[src/rtl/alu_pkg.sv]
// Shared ALU op definitions for the issue queue and its neighbours.
// Opcode values and the decoded-op bundle carried between stages.
package alu_pkg;

    localparam logic [3:0] ALU_ADD  = 4'b0000;
    localparam logic [3:0] ALU_SUB  = 4'b0001;
    localparam logic [3:0] ALU_AND  = 4'b0010;
    localparam logic [3:0] ALU_OR   = 4'b0011;
    localparam logic [3:0] ALU_XOR  = 4'b0100;
    localparam logic [3:0] ALU_SLL  = 4'b0101;
    localparam logic [3:0] ALU_SRL  = 4'b0110;
    localparam logic [3:0] ALU_SRA  = 4'b0111;
    localparam logic [3:0] ALU_SLT  = 4'b1000;
    localparam logic [3:0] ALU_SLTU = 4'b1001;
    localparam logic [3:0] ALU_LUI  = 4'b1111;

    localparam int RD_W_DEF = 5;

    typedef struct packed {
        logic [31:0]         SrcA;
        logic [31:0]         SrcB;
        logic [3:0]          ALUControl;
        logic [RD_W_DEF-1:0] Rd;
        logic                RegWrite;
    } alu_op_t;

endpackage

[src/rtl/alu_issue_queue_if.sv]
// Valid/ready handshake carrying one decoded ALU op.
// master drives valid and op; slave drives ready.
interface alu_issue_queue_if;
    import alu_pkg::*;

    logic    valid;
    logic    ready;
    alu_op_t op;

    modport master (output valid, output op, input ready);
    modport slave  (input valid, input op, output ready);

endinterface

[src/rtl/fifo_ptr_ctrl.sv]
// Head/tail/count bookkeeping for a power-of-two circular queue.
// Flush and reset both collapse the queue to empty.
module fifo_ptr_ctrl #(
    parameter int DEPTH = 4,
    parameter int AW    = $clog2(DEPTH),
    parameter int CW    = $clog2(DEPTH + 1)
) (
    input  logic          clk,
    input  logic          rst,
    input  logic          flush,
    input  logic          push_req,
    input  logic          pop_req,
    output logic          push,
    output logic [AW-1:0] head,
    output logic [AW-1:0] tail,
    output logic [CW-1:0] count,
    output logic          full,
    output logic          empty
);

    logic pop;

    // Full/empty come from count so head == tail stays unambiguous.
    assign full  = (count == CW'(DEPTH));
    assign empty = (count == '0);

    // A full queue refuses pushes even when a pop frees a slot this cycle.
    assign push = push_req && !full && !flush && !rst;
    assign pop  = pop_req && !empty && !flush && !rst;

    // Pointer and occupancy update; pointers wrap by natural overflow.
    always_ff @(posedge clk) begin
        if (rst || flush) begin
            head  <= '0;
            tail  <= '0;
            count <= '0;
        end else begin
            if (push) tail <= tail + 1'b1;
            if (pop)  head <= head + 1'b1;
            unique case ({push, pop})
                2'b10:   count <= count + 1'b1;
                2'b01:   count <= count - 1'b1;
                default: count <= count;
            endcase
        end
    end

endmodule

[src/rtl/alu_issue_queue.sv]
// In-order issue buffer between register read and the ALU.
// Head entry is presented registered-only; no in->out bypass.
module alu_issue_queue
    import alu_pkg::*;
#(
    parameter int DEPTH = 4,
    parameter int RD_W  = RD_W_DEF
) (
    input  logic                         clk,
    input  logic                         rst,
    input  logic                         flush,
    alu_issue_queue_if.slave             enq,
    alu_issue_queue_if.master            deq,
    output logic [$clog2(DEPTH+1)-1:0]   count
);

    localparam int AW = $clog2(DEPTH);

    alu_op_t        mem [DEPTH];
    alu_op_t        head_op;
    logic [RD_W-1:0] head_rd;
    logic [AW-1:0]  head;
    logic [AW-1:0]  tail;
    logic           push;
    logic           full;
    logic           empty;

    fifo_ptr_ctrl #(.DEPTH(DEPTH)) u_ptr (
        .clk      (clk),
        .rst      (rst),
        .flush    (flush),
        .push_req (enq.valid),
        .pop_req  (deq.ready),
        .push     (push),
        .head     (head),
        .tail     (tail),
        .count    (count),
        .full     (full),
        .empty    (empty)
    );

    // in_ready depends only on registered occupancy.
    assign enq.ready = !full;
    assign deq.valid = !empty;

    // Entry storage; left uncleared by reset since count masks it.
    always_ff @(posedge clk) begin
        if (push) mem[tail] <= enq.op;
    end

    assign head_op = mem[head];
    assign head_rd = head_op.Rd;

    // Head entry gated to zero (ADD, no writeback) when empty.
    always_comb begin
        deq.op = '0;
        if (!empty) begin
            deq.op.SrcA       = head_op.SrcA;
            deq.op.SrcB       = head_op.SrcB;
            deq.op.ALUControl = head_op.ALUControl;
            deq.op.Rd         = head_rd;
            deq.op.RegWrite   = head_op.RegWrite;
        end
    end

endmodule
[src/flat_wrapper.sv]
// flat-port wrapper written by rule: the top's interface ports become plain ports
module alu_issue_queue_flat import alu_pkg::*;
#(
    parameter int DEPTH = 4,
    parameter int RD_W  = RD_W_DEF
)
  (clk, rst, flush, count, enq_valid, enq_op, enq_ready, deq_valid, deq_op, deq_ready);
  alu_issue_queue_if enq_i ();
  alu_issue_queue_if deq_i ();
  input  logic clk;
  input  logic rst;
  input  logic flush;
  output logic [$clog2(DEPTH+1)-1:0] count;
  input wire logic [$bits(enq_i.valid)-1:0] enq_valid;
  input wire logic [$bits(enq_i.op)-1:0] enq_op;
  output wire logic [$bits(enq_i.ready)-1:0] enq_ready;
  output wire logic [$bits(deq_i.valid)-1:0] deq_valid;
  output wire logic [$bits(deq_i.op)-1:0] deq_op;
  input wire logic [$bits(deq_i.ready)-1:0] deq_ready;
  assign enq_i.valid = enq_valid;
  assign enq_i.op = enq_op;
  assign enq_ready = enq_i.ready;
  assign deq_valid = deq_i.valid;
  assign deq_op = deq_i.op;
  assign deq_i.ready = deq_ready;
  alu_issue_queue #(.DEPTH(DEPTH), .RD_W(RD_W)) u_core (.clk(clk), .rst(rst), .flush(flush), .enq(enq_i), .deq(deq_i), .count(count));
endmodule
[config.mk]
export PLATFORM = sky130hd
export DESIGN_NAME = alu_issue_queue_flat
export DESIGN_NICKNAME = d
export VERILOG_FILES = /design/src/rtl/alu_pkg.sv /design/src/rtl/alu_issue_queue_if.sv /design/src/rtl/fifo_ptr_ctrl.sv /design/src/rtl/alu_issue_queue.sv /design/src/flat_wrapper.sv
export SDC_FILE = /design/constraint.sdc
export NUM_CORES = 1
export LEC_CHECK = 0
export BUFFER_PORTS_ARGS = -buffer_cell sky130_fd_sc_hd__buf_2
export CAP_MARGIN = 5
export CORE_ASPECT_RATIO = 0.5
export CORE_MARGIN = 4
export CORE_UTILIZATION = 40
export CTS_CLUSTER_DIAMETER = 100
export DETAILED_ROUTE_END_ITERATION = 7
export PLACE_DENSITY = 0.69
export SYNTH_ARGS = -nofsm -noshare
export SYNTH_HDL_FRONTEND = slang
export SYNTH_SLANG_ARGS = --single-unit
[constraint.sdc]
create_clock -name clk -period 4.5 [get_ports clk]
set_clock_uncertainty 0.1 [all_clocks]
set_input_delay 0.225 -clock clk [delete_from_list [all_inputs] [get_ports clk]]
set_output_delay 0.225 -clock clk [all_outputs]
set_load 0.01 [all_outputs]
==> metrics.md, run 1 <==
| Metric | Value |
|---|---|
| Synth Area in Compound Gates | `0.3760%` |
| Number of synthesized flops with an enable pin | `296` |
| Area leader, netlist | `edfxtp_1` |
| Max Cap Violations | `0` |
| Power density over the cells | `around 400 nW/um^2` |
| GPL Wtd Cong | `approximately 0.73` |
| Post-synthesis sequential area ratio | `77.87%` |
| Post-synthesis simple-gate area fraction | `4.931%` |
| Placed cells | `1044` |
| Layout Nets | `856` |
| Footprint of the multi-input gates | `between 2000 and 2500 sq um` |
| Largest family of logic cells by synthesized area | `multiplexers` |
| WHS Endpoint | `u_core.mem[2][2]` |
| Avg Cell Area, Syn | `22.35 sq um` |
| Largest net degree at the start of global routing | `65` |
| Die W | `249.3 um` |
| Fin. max-slew vios | `0` |
| Status | `finished clean` |
| First-pass GRT wire length | `37030 um` |
| Area Overhead vs Synth | `25.12%` |
| Worst-path fanout max | `39` |
| Clock sinks | `305` |
| Hold Startpoint | `enq_op[2]` |
| R2r startpoint | `u_core.u_ptr.count[1]` |
| Unique masters post-synth | `23` |
| Fin crit share | `between 60% and 70%` |
| PortBufs | `157` |
| Worst path cell trace | `buf_4 > mux4_2 > and2_1 > buf_2` |
| Sw Pwr | `1.092 mW` |
| Synth Cell Area | `11650 sq um` |
| TritonRoute pass-1 iters | `5` |
| Post-Syn Instances | `around 520` |
| Worst Path Required | `~4.2 ns` |
| Fmax achieved | `0.3267 GHz` |
| Post-synthesis mux area share | `14.31%` |
| CTS root buf | `clkbuf_16` |
| Fill count | `~2200` |
| Hold crit path type | `input port to flop` |
| Post-DP HPWL | `13470 um` |
| Die height | `approximately 130 um` |
| Syn Nets | `606` |
| Final setup vio count | `0` |
| Crit. End Element | `primary output` |
| Worst-skew pair later-pin latency | `~0.53 ns` |
| Leading post-synthesis cells by cell area | `edfxtp_1, mux4_2, and2_1, dfxtp_1, buf_6` |
| Sw Share | `18.98%` |
| Area share of fa/ha/maj cells after synthesis | `0.7091%` |
| Most common cell after layout, fill and taps aside | `edfxtp_1` |
| Initial drt markers | `slightly below 500` |
| Max-slew headroom | `a little under a third` |
| Final hold vios | `0` |
| Antenna diode count | `0` |
| WHS Path Cells | `2` |
| Final wirelength | `23480 um` |
| Synth Register Bits | `305` |
| CTS clk-pin slew, worst paths | `0.06 ns` |
| CTS max path bufs | `3` |
| CTS tree | `done` |
| H-tree depth | `1` |
| WL/cell | `20.01 um` |
| Synth Flop Type | `edfxtp_1` |
| Post-CTS Setup Inserts | `0` |
| Setup TNS | `0 ns` |
| Routed Antenna Nets | `0` |
| Vias in the first global route | `6533` |
| Synthesis Warnings | `0` |
| Clk pwr share | `41.7%` |
| R2r setup slk | `1.94 ns` |
| Slowest CP cell | `dfxtp_4` |
| Int Pwr | `~4.7 mW` |
| Die area | `32080 sq um` |
| Actual slew at the worst max-slew pin | `~1.0 ns` |
| Initial antenna violation count | `0` |
| Pleak | `5.018 nW` |
| Layout Cells excl Fill | `1173` |
| Min Tclk post-route | `about 3 ns` |
| Critical path type | `flop to primary output` |
| Most frequent cells in the layout | `edfxtp_1, buf_2, dlygate4sd3_1` |
| Via count | `5861` |
| RSZ-0062 raised after global routing | `no` |
| Starting Density | `41.31%` |
| GRT Util Overall | `about 15%` |
| R2R depth | `4` |
| Layout cells sized above 1 | `roughly 36%` |
| Startpoint types | `flop` |
| Core Area | `28190 sq um` |
| Area share of the largest cell type after synthesis | `between 70% and 80%` |
| GRT overflow | `0` |
| Async set-reset flop share out of synthesis | `0%` |
| Reg2reg end | `u_core.mem[3][36]` |
| DRC Markers | `0` |
| I/O pins | `158` |
| Arrival time at the worst endpoint | `2.74 ns` |
| Worst VDD drop | `approximately 0.26 mV` |
| Drt via density | `4.997` |
| Row count | `43` |
| Gate power share | `3.5%` |
| CP peak stage delay | `0.90 ns` |
| Register area | `9076 sq um` |
| Xor/xnor cell area share of the yosys netlist | `0.3008%` |
| Reg power frac | `around 55%` |
| CTS buffer count | `29` |
-- power groups by stage --
stage          Clock [mW]  Sequential (mW)  Combinational (mW)
6_report             2.40             3.15               0.203
5_1_grt              2.59             3.15               0.222
4_1_cts              2.45             3.15               0.205
3_5_place_dp            0             3.21               0.148
3_3_place_gp            0             3.21               0.141
2_1_floorplan           0             3.21              0.0595
-- per-stage QoR --
step / setup WS (ns) / hold WS (ns) / util, % / instance area [sq um] / power (mW)
6_report: 1.439 / 0.3408 / 51.69 / 14570 / 5.752
4_1_cts: 1.325 / 0.3068 / 51.69 / 14570 / 5.810
3_3_place_gp: 1.919 / 0.3369 / 45.62 / 12860 / 3.352
5_1_grt: 1.203 / 0.3242 / 51.69 / 14570 / 5.967
2_1_floorplan: 1.307 / 0.2239 / - / 11650 / 3.272
3_5_place_dp: 1.916 / 0.3402 / 45.62 / 12860 / 3.360
-- registers in the layout (all words and copies together) (netlist names), named ones only --
name / flops
u_core.u_ptr.tail: 2
u_core.u_ptr.head: 2
u_core.mem: 296
u_core.u_ptr.count: 3
-- kinds of logic after synthesis --
| logic type | Yosys count |
|---|---|
| adders and majority gates | 6 |
| DFF | 305 |
| muxes | 74 |
| buffers and inverters | 30 |
| and+or+nand+nor | 95 |
| xor gates and xnor gates | 4 |
| AOI/OAI and AO/OA | 7 |
-- worst max-delay path by stage --
stage | slack (ns) | endpoint | cells past startpoint | from
after floorplan | 1.31 | u_core.mem[0][0] | 3 | u_core.u_ptr.count[0]
after global placement | 1.92 | deq_op[65] | 4 | flop
after detailed placement | 1.92 | deq_op[65] | 4 | flop
after CTS | 1.32 | deq_op[65] | 4 | flop
after global routing | 1.20 | deq_op[66] | 4 | flop
final | 1.44 | deq_op[63] | 4 | flop
-- worst max-delay path: cells and delay by family, from the launching register on --
kind,cells,cell delay (ns)
buf+inv,2,0.55
simple gates,1,0.17
mux,1,0.54
flops,1,0.90
-- synthesized netlist by cell type (2+ instances only) --
| master | n |
|---|---|
| a21oi_1 | 2 |
| and2_1 | 74 |
| and3_1 | 4 |
| buf_2 | 8 |
| buf_6 | 7 |
| clkbuf_1 | 10 |
| dfxtp_1 | 9 |
| edfxtp_1 | 296 |
| ha_1 | 5 |
| inv_1 | 5 |
| mux4_2 | 74 |
| nand2_1 | 2 |
| nand4_1 | 2 |
| nor2_1 | 8 |
| o21ai_0 | 2 |
| o31ai_1 | 2 |
| or3_1 | 2 |
| xor2_1 | 4 |
-- routing by layer --
metal	wire length [um]	share of wire (%)	vias up	global-route usage (%)
met5	0	0	-	0
met1	9574	41	3093	18.78
met3	802	3.4	40	2.727
li1	-	-	2626	-
met4	549	2.3	0	3.735
met2	12550	53	102	26.76
-- area by class of cell --
cell class / count / area share [%]
Timing Repair Buffer: 244 / 11.30
Clock buffer: 36 / 5.161
Clock inverter: 15 / 1.211
Multi-Input combinational cell: 186 / 16.63
Inverter: 5 / 0.1288
Tap cell: 382 / 3.280
Sequential cell: 305 / 62.29
-- timing repair --
action / CTS / global route
hold buffers: 78 / 0
gates resized for setup: 0 / 0
setup endpoints to repair: 0 / 0
hold endpoints to repair: 305 / 0
Note: power is estimated with default switching activity, not from simulation.
==> inputs of run 2 (changes only) <==
==> constraint.sdc (replaced) <==
create_clock -name clk -period 3.02 [get_ports clk]
set_clock_uncertainty 0.1 [all_clocks]
set_input_delay 0.151 -clock clk [delete_from_list [all_inputs] [get_ports clk]]
set_output_delay 0.151 -clock clk [all_outputs]
set_load 0.01 [all_outputs]
==> run 2 against run 1 <==
Effect of this change:
- worst setup slack lost 1.0 ns
- hold slack lost 0.11 ns
- largest cell class unchanged
- critical path type unchanged
- global-route usage shrank 0.60 points
- non-clock buffer count grew 5
- clock power grew 35%
- via count shrank 1.9%
- first-iteration DRC count shrank 12%
- wire length shrank 2.8%
- core utilization grew 0.16 points
- die area is the same
- cell count grew 0.43%
- sequential share of layout area shrank 0.20 points
==> metrics.md, run 2 (same netlist as run 1, synthesis figures left out) <==
| Metric | Value |
|---|---|
| Int Pwr | `around 6.7 mW` |
| Layout Nets | `860` |
| Initial antenna violation count | `0` |
| Worst-path fanout max | `41` |
| Die area | `32080 sq um` |
| Fin. max-slew vios | `0` |
| Fmax achieved | `0.3833 GHz` |
| Clk pwr share | `39.4%` |
| WHS | `0.2316 ns` |
| Critical path type | `flop to primary output` |
| Most common cell after layout, fill and taps aside | `edfxtp_1` |
| Setup TNS | `0 ns` |
| Vias in the first global route | `6354` |
| Final hold vios | `0` |
| Status | `finished clean` |
| # resized after CTS | `0` |
| CTS buffer count | `28` |
| Clock sinks | `305` |
| Most frequent cells in the layout | `edfxtp_1, buf_2, dlygate4sd3_1` |
| Largest regs | `u_core.mem (296), u_core.u_ptr.count (3)` |
| CTS clk-pin slew, worst paths | `~0.060 ns` |
| Final wirelength | `22820 um` |
| GRT Util Overall | `14.17%` |
| Layout cells sized above 1 | `35.80%` |
| H-tree depth | `1` |
| Startpoint types | `flop` |
| Worst VDD drop | `0.3651 mV` |
| Max-slew headroom | `54.95%` |
| Starting Density | `approximately 41%` |
| GPL Wtd Cong | `0.6949` |
| Pleak | `5.015 nW` |
| GRT overflow | `0` |
| Largest register by flop count | `u_core.mem` |
| Met3 Track Usage GR | `under 10%` |
| First-pass GRT wire length | `35740 um` |
| Die height | `around 130 um` |
| Met1 Use GR | `17.62%` |
| Core Area | `28190 sq um` |
| CTS root buf | `clkbuf_16` |
| Worst path cell trace | `or3_2 > buf_12 > and2_1 > buf_2` |
| Antenna diode count | `0` |
| Max Cap Violations | `0` |
| Post-DP HPWL | `about 13000 um` |
| Sw Share | `19.00%` |
| Min Tclk post-route | `about 2.6 ns` |
| Worst-skew pair later-pin latency | `0.53 ns` |
| Largest net degree at the start of global routing | `75` |
| Actual slew at the worst max-slew pin | `0.6757 ns` |
| Reg power frac | `56.9%` |
| Worst Path Required | `2.77 ns` |
| TritonRoute pass-1 iters | `4` |
| RSZ-0062 raised after global routing | `no` |
| Crit. End Element | `primary output` |
| Power density over the cells | `563.9 nW/um^2` |
| Met2 usage | `between 20% and 30%` |
| Die W | `between 200 and 250 um` |
| CP peak stage delay | `0.82 ns` |
| Row count | `43` |
| Final setup vio count | `0` |
| GRT busiest layer | `met2` |
| Slowest CP cell | `or3_2` |
| Max reg flops | `296` |
| Initial drt markers | `428` |
| Sw Pwr | `1.566 mW` |
| I/O pins | `158` |
| Fin crit share | `between 80% and 90%` |
| DRC Markers | `0` |
| Arrival time at the worst endpoint | `2.36 ns` |
| Area Overhead vs Synth | `25.52%` |
| Hold crit path type | `input port to flop` |
| Gate power share | `3.7%` |
| PortBufs | `157` |
| Routed Antenna Nets | `0` |
| Drt via density | `4.879` |
| CTS max path bufs | `3` |
| Via count | `5747` |
| CTS tree | `done` |
| WL/cell | `19.37 um` |
-- run 2: changes by cell type in the layout (fill, tap and decap cells not counted), moves of 3 or more --
cell,delta
buf_12,+7
buf_4,-5
clkinv_1,+5
bufinv_16,-3
dlygate4sd3_1,+3
-- run 2: worst paths after layout --
kind         depth (start not counted)                  start  slack [ns]               endpoint
max                                  4  u_core.u_ptr.count[1]        0.41             deq_op[22]
min                                  3                    rst        0.23      u_core.mem[2][54]
max reg2reg                          9  u_core.u_ptr.count[2]        0.53  u_core.u_ptr.count[2]
min reg2reg                          2   u_core.u_ptr.head[1]        0.44   u_core.u_ptr.head[1]
-- run 2: area by class of cell --
type / instances / area (sq um)
Sequential cell: 305 / 9076
Tap cell: 382 / 478.0
Clock inverter: 15 / 90.09
Timing Repair Buffer: 249 / 1779
Clock buffer: 36 / 752.0
Multi-Input combinational cell: 186 / 2424
Fill cell: 2252 / 13570
Inverter: 5 / 18.77
-- run 2: through the flow --
stage	setup slack, ns	total power, mW	instances	utilization [%]	instance area [sq um]
after floorplan	0.5816	4.874	521	-	11650
after global placement	0.5998	4.993	1046	45.99	12960
after detailed placement	0.5514	5.007	1046	45.99	12960
after CTS	0.3580	8.336	1178	51.85	14620
after global routing	0.2832	8.558	1178	51.85	14620
final	0.4109	8.244	1178	51.85	14620
-- run 2: per-layer routing --
layer	routed length [um]	share of wire, %
met2	12460	55
met1	9226	40
met3	736	3.2
met5	0	0
met4	395	1.7
-- run 2: worst max-delay path: cells and delay by family, from the launching register on --
family	cells	cell delay [ns]
AND/OR/NAND/NOR	2	1.00
buffers and inverters	2	0.44
flip-flops	1	0.36
-- run 2: power groups by stage --
stage / clock, mW / combinational, mW / sequential, mW
3_3_place_gp: 0 / 0.212 / 4.78
3_5_place_dp: 0 / 0.223 / 4.78
6_report: 3.25 / 0.305 / 4.69
2_1_floorplan: 0 / 0.0888 / 4.78
4_1_cts: 3.33 / 0.311 / 4.69
5_1_grt: 3.53 / 0.334 / 4.69
-- run 2: timing repair --
item                       CTS  global route
hold endpoints to repair   305             0
hold buffers                81             0
buffers inserted             0             0
setup endpoints to repair    0             0
==> inputs of run 3 (changes only) <==
--- a/config.mk
+++ b/config.mk
@@ -10,9 +10,9 @@
 export CORE_ASPECT_RATIO = 0.5
 export CORE_MARGIN = 4
 export CORE_UTILIZATION = 40
-export CTS_CLUSTER_DIAMETER = 100
+export CTS_CLUSTER_DIAMETER = 40
 export DETAILED_ROUTE_END_ITERATION = 7
-export PLACE_DENSITY = 0.69
+export PLACE_DENSITY = 0.71
 export SYNTH_ARGS = -nofsm -noshare
 export SYNTH_HDL_FRONTEND = slang
 export SYNTH_SLANG_ARGS = --single-unit
==> constraint.sdc (replaced) <==
create_clock -name clk -period 2.1 [get_ports clk]
set_clock_uncertainty 0.1 [all_clocks]
set_input_delay 0.105 -clock clk [delete_from_list [all_inputs] [get_ports clk]]
set_output_delay 0.105 -clock clk [all_outputs]
set_load 0.01 [all_outputs]
==> run 3 against run 2 <==
Effect of this change:
- sequential power rose by 44%
- power rose by 59%
- hold slack got worse by 0.21 ns
- the run now ends with negative setup slack left
==> metrics.md, run 3 (same netlist as run 1, synthesis figures left out) <==
| Metric | Value |
|---|---|
| WL/cell | `between 20 and 25 um` |
| Worst-skew pair later-pin latency | `~0.48 ns` |
| Max Cap Violations | `0` |
| Final instance area | `16060 sq um` |
| CP Launch Point | `u_core.u_ptr.count[0]` |
| R2r setup slk | `-0.17 ns` |
| Layout Cells excl Fill | `~1200` |
| Post-DP HPWL | `14090 um` |
| Area Overhead vs Synth | `37.94%` |
| Worst Path Required | `~2.4 ns` |
| DRC Markers | `0` |
| GPL Wtd Cong | `0.7119` |
| I/O pins | `roughly 160` |
| Reg2reg end | `u_core.u_ptr.count[2]` |
| Routed Antenna Nets | `0` |
| Max-slew headroom | `around three quarters` |
| Final hold vios | `0` |
| Final setup vio count | `between 70 and 80` |
| Via count | `slightly above 6000` |
| First-pass GRT wire length | `about 38000 um` |
| Die area | `32080 sq um` |
| Layout cells sized above 1 | `49.70%` |
| Clock sinks | `305` |
| Die W | `249.3 um` |
| Vias in the first global route | `6708` |
| TritonRoute pass-1 iters | `5` |
| Placed cells | `1059` |
| Power density over the cells | `814.9 nW/um^2` |
| Max reg flops | `296` |
| H-tree depth | `2` |
| WHS Path Cells | `5` |
| CTS max path bufs | `3` |
| Critical path type | `flop to flop` |
| Violated checks | `negative setup slack` |
| GRT overflow | `0` |
| Largest regs | `u_core.mem (296), u_core.u_ptr.count (3)` |
| CTS tree | `done` |
| Final WS setup | `-0.1678 ns` |
| Fin. max-slew vios | `0` |
| Worst VDD drop | `0.5127 mV` |
| Layout Nets | `897` |
| Fin crit share | `108.0%` |
| Fmax achieved | `0.4410 GHz` |
| Most common cell after layout, fill and taps aside | `edfxtp_1` |
| Die height | `128.7 um` |
| Most frequent cells in the layout | `edfxtp_1, buf_2, dlygate4sd3_1` |
| Antenna diode count | `0` |
| CTS root buf | `clkbuf_16` |
| Status | `finished with violations` |
| Worst Setup Slack post-DPL | `-0.1665 ns` |
| CTS buffer count | `34` |
| Actual slew at the worst max-slew pin | `0.3752 ns` |
| Largest net degree at the start of global routing | `50` |
| Arrival time at the worst endpoint | `2.58 ns` |
| Initial drt markers | `about 520` |
| Min Tclk post-route | `around 2.3 ns` |
| CTS clk-pin slew, worst paths | `0.05 ns` |
| Pleak | `5.556 nW` |
| Worst-path fanout max | `2` |
| Crit. End Element | `flop` |
| R2R depth | `9` |
| Placed Area | `between 10000 and 15000 sq um` |
| GRT Util Overall | `between 10% and 20%` |
| RSZ-0062 raised after global routing | `yes` |
| WHS Endpoint | `u_core.u_ptr.tail[0]` |
| Hold Startpoint | `rst` |
| Row count | `43` |
| Final wirelength | `25250 um` |
| Initial antenna violation count | `0` |
| Starting Density | `41.31%` |
| Drt via density | `5.030` |
| Hold crit path type | `input port to flop` |
| Design Power | `13.09 mW` |
| PortBufs | `roughly 160` |
| Core Area | `28190 sq um` |
| Largest register by flop count | `u_core.mem` |
| Startpoint types | `flop` |
| R2r startpoint | `u_core.u_ptr.count[0]` |
==> run 3: cell types whose count changed in the layout (fill, tap and decap cells not counted), moves of 9 or more <==
cell	change
and2_1	-65
and2_4	+65
buf_12	+9
buf_2	-65
buf_4	+9
buf_6	+70
clkbuf_16	+9
clkinv_1	-9
==> run 3: final cells by class <==
type	instances	area (sq um)
Clock inverter	16	150.1
Inverter	5	18.77
Tap cell	382	478.0
Multi-Input combinational cell	186	2629
Clock buffer	43	968.4
Timing Repair Buffer	280	2735
Sequential cell	305	9085
Fill cell	2003	12130
==> run 3: power breakdown <==
part	switching, mW	internal [mW]	total [mW]
logic	0.227	0.294	0.521
clock network	2.29	3.53	5.82
registers	0.0144	6.73	6.75
==> run 3: worst max path at each step <==
stage	end	cells past startpoint
global placement	u_core.u_ptr.count[2]	9
floorplan	u_core.mem[0][0]	3
detailed placement	u_core.u_ptr.count[2]	9
CTS	deq_op[52]	6
global route	u_core.u_ptr.count[2]	9
finish	u_core.u_ptr.count[2]	9
==> run 3: metal layers <==
metal / GRT usage (%) / wire length, um / part of all wire [%]
met5: 0 / 0 / 0
met3: 2.424 / 990 / 3.9
met1: 19.03 / 10200 / 40
met2: 28.31 / 13510 / 54
met4: 4.128 / 545 / 2.2
==> run 3: stage by stage <==
step | hold WS (ns) | setup TNS, ns | utilization [%]
6_report | 0.02566 | -6.029 | 56.98
5_1_grt | 0.07082 | -12.89 | 56.98
4_1_cts | 0.05145 | -8.452 | 55.76
3_5_place_dp | 0.2241 | -0.1665 | 46.57
3_3_place_gp | 0.2150 | -0.1135 | 46.57
2_1_floorplan | 0.1039 | -51.76 | -
==> run 3: what timing repair did <==
| item | in CTS | in global routing |
|---|---|---|
| buffers inserted | 12 | 2 |
| hold buffers | 79 | 0 |
| gates resized for setup | 93 | 88 |
| pin swaps | 25 | 12 |
| hold endpoints to repair | 305 | 0 |
| cloned | 7 | 1 |
| endpoints found under the setup margin | 75 | 77 |
==> run 3: critical path: stages, from the launching register on <==
cell and delay [ns]:
dfxtp_4 0.33, or3b_4 0.39, and2_4 0.16, nand2_4 0.07, ha_4 0.13, inv_2 0.03, fa_2 0.33, xor2_1 0.16
or3_4 0.37, a21oi_2 0.11
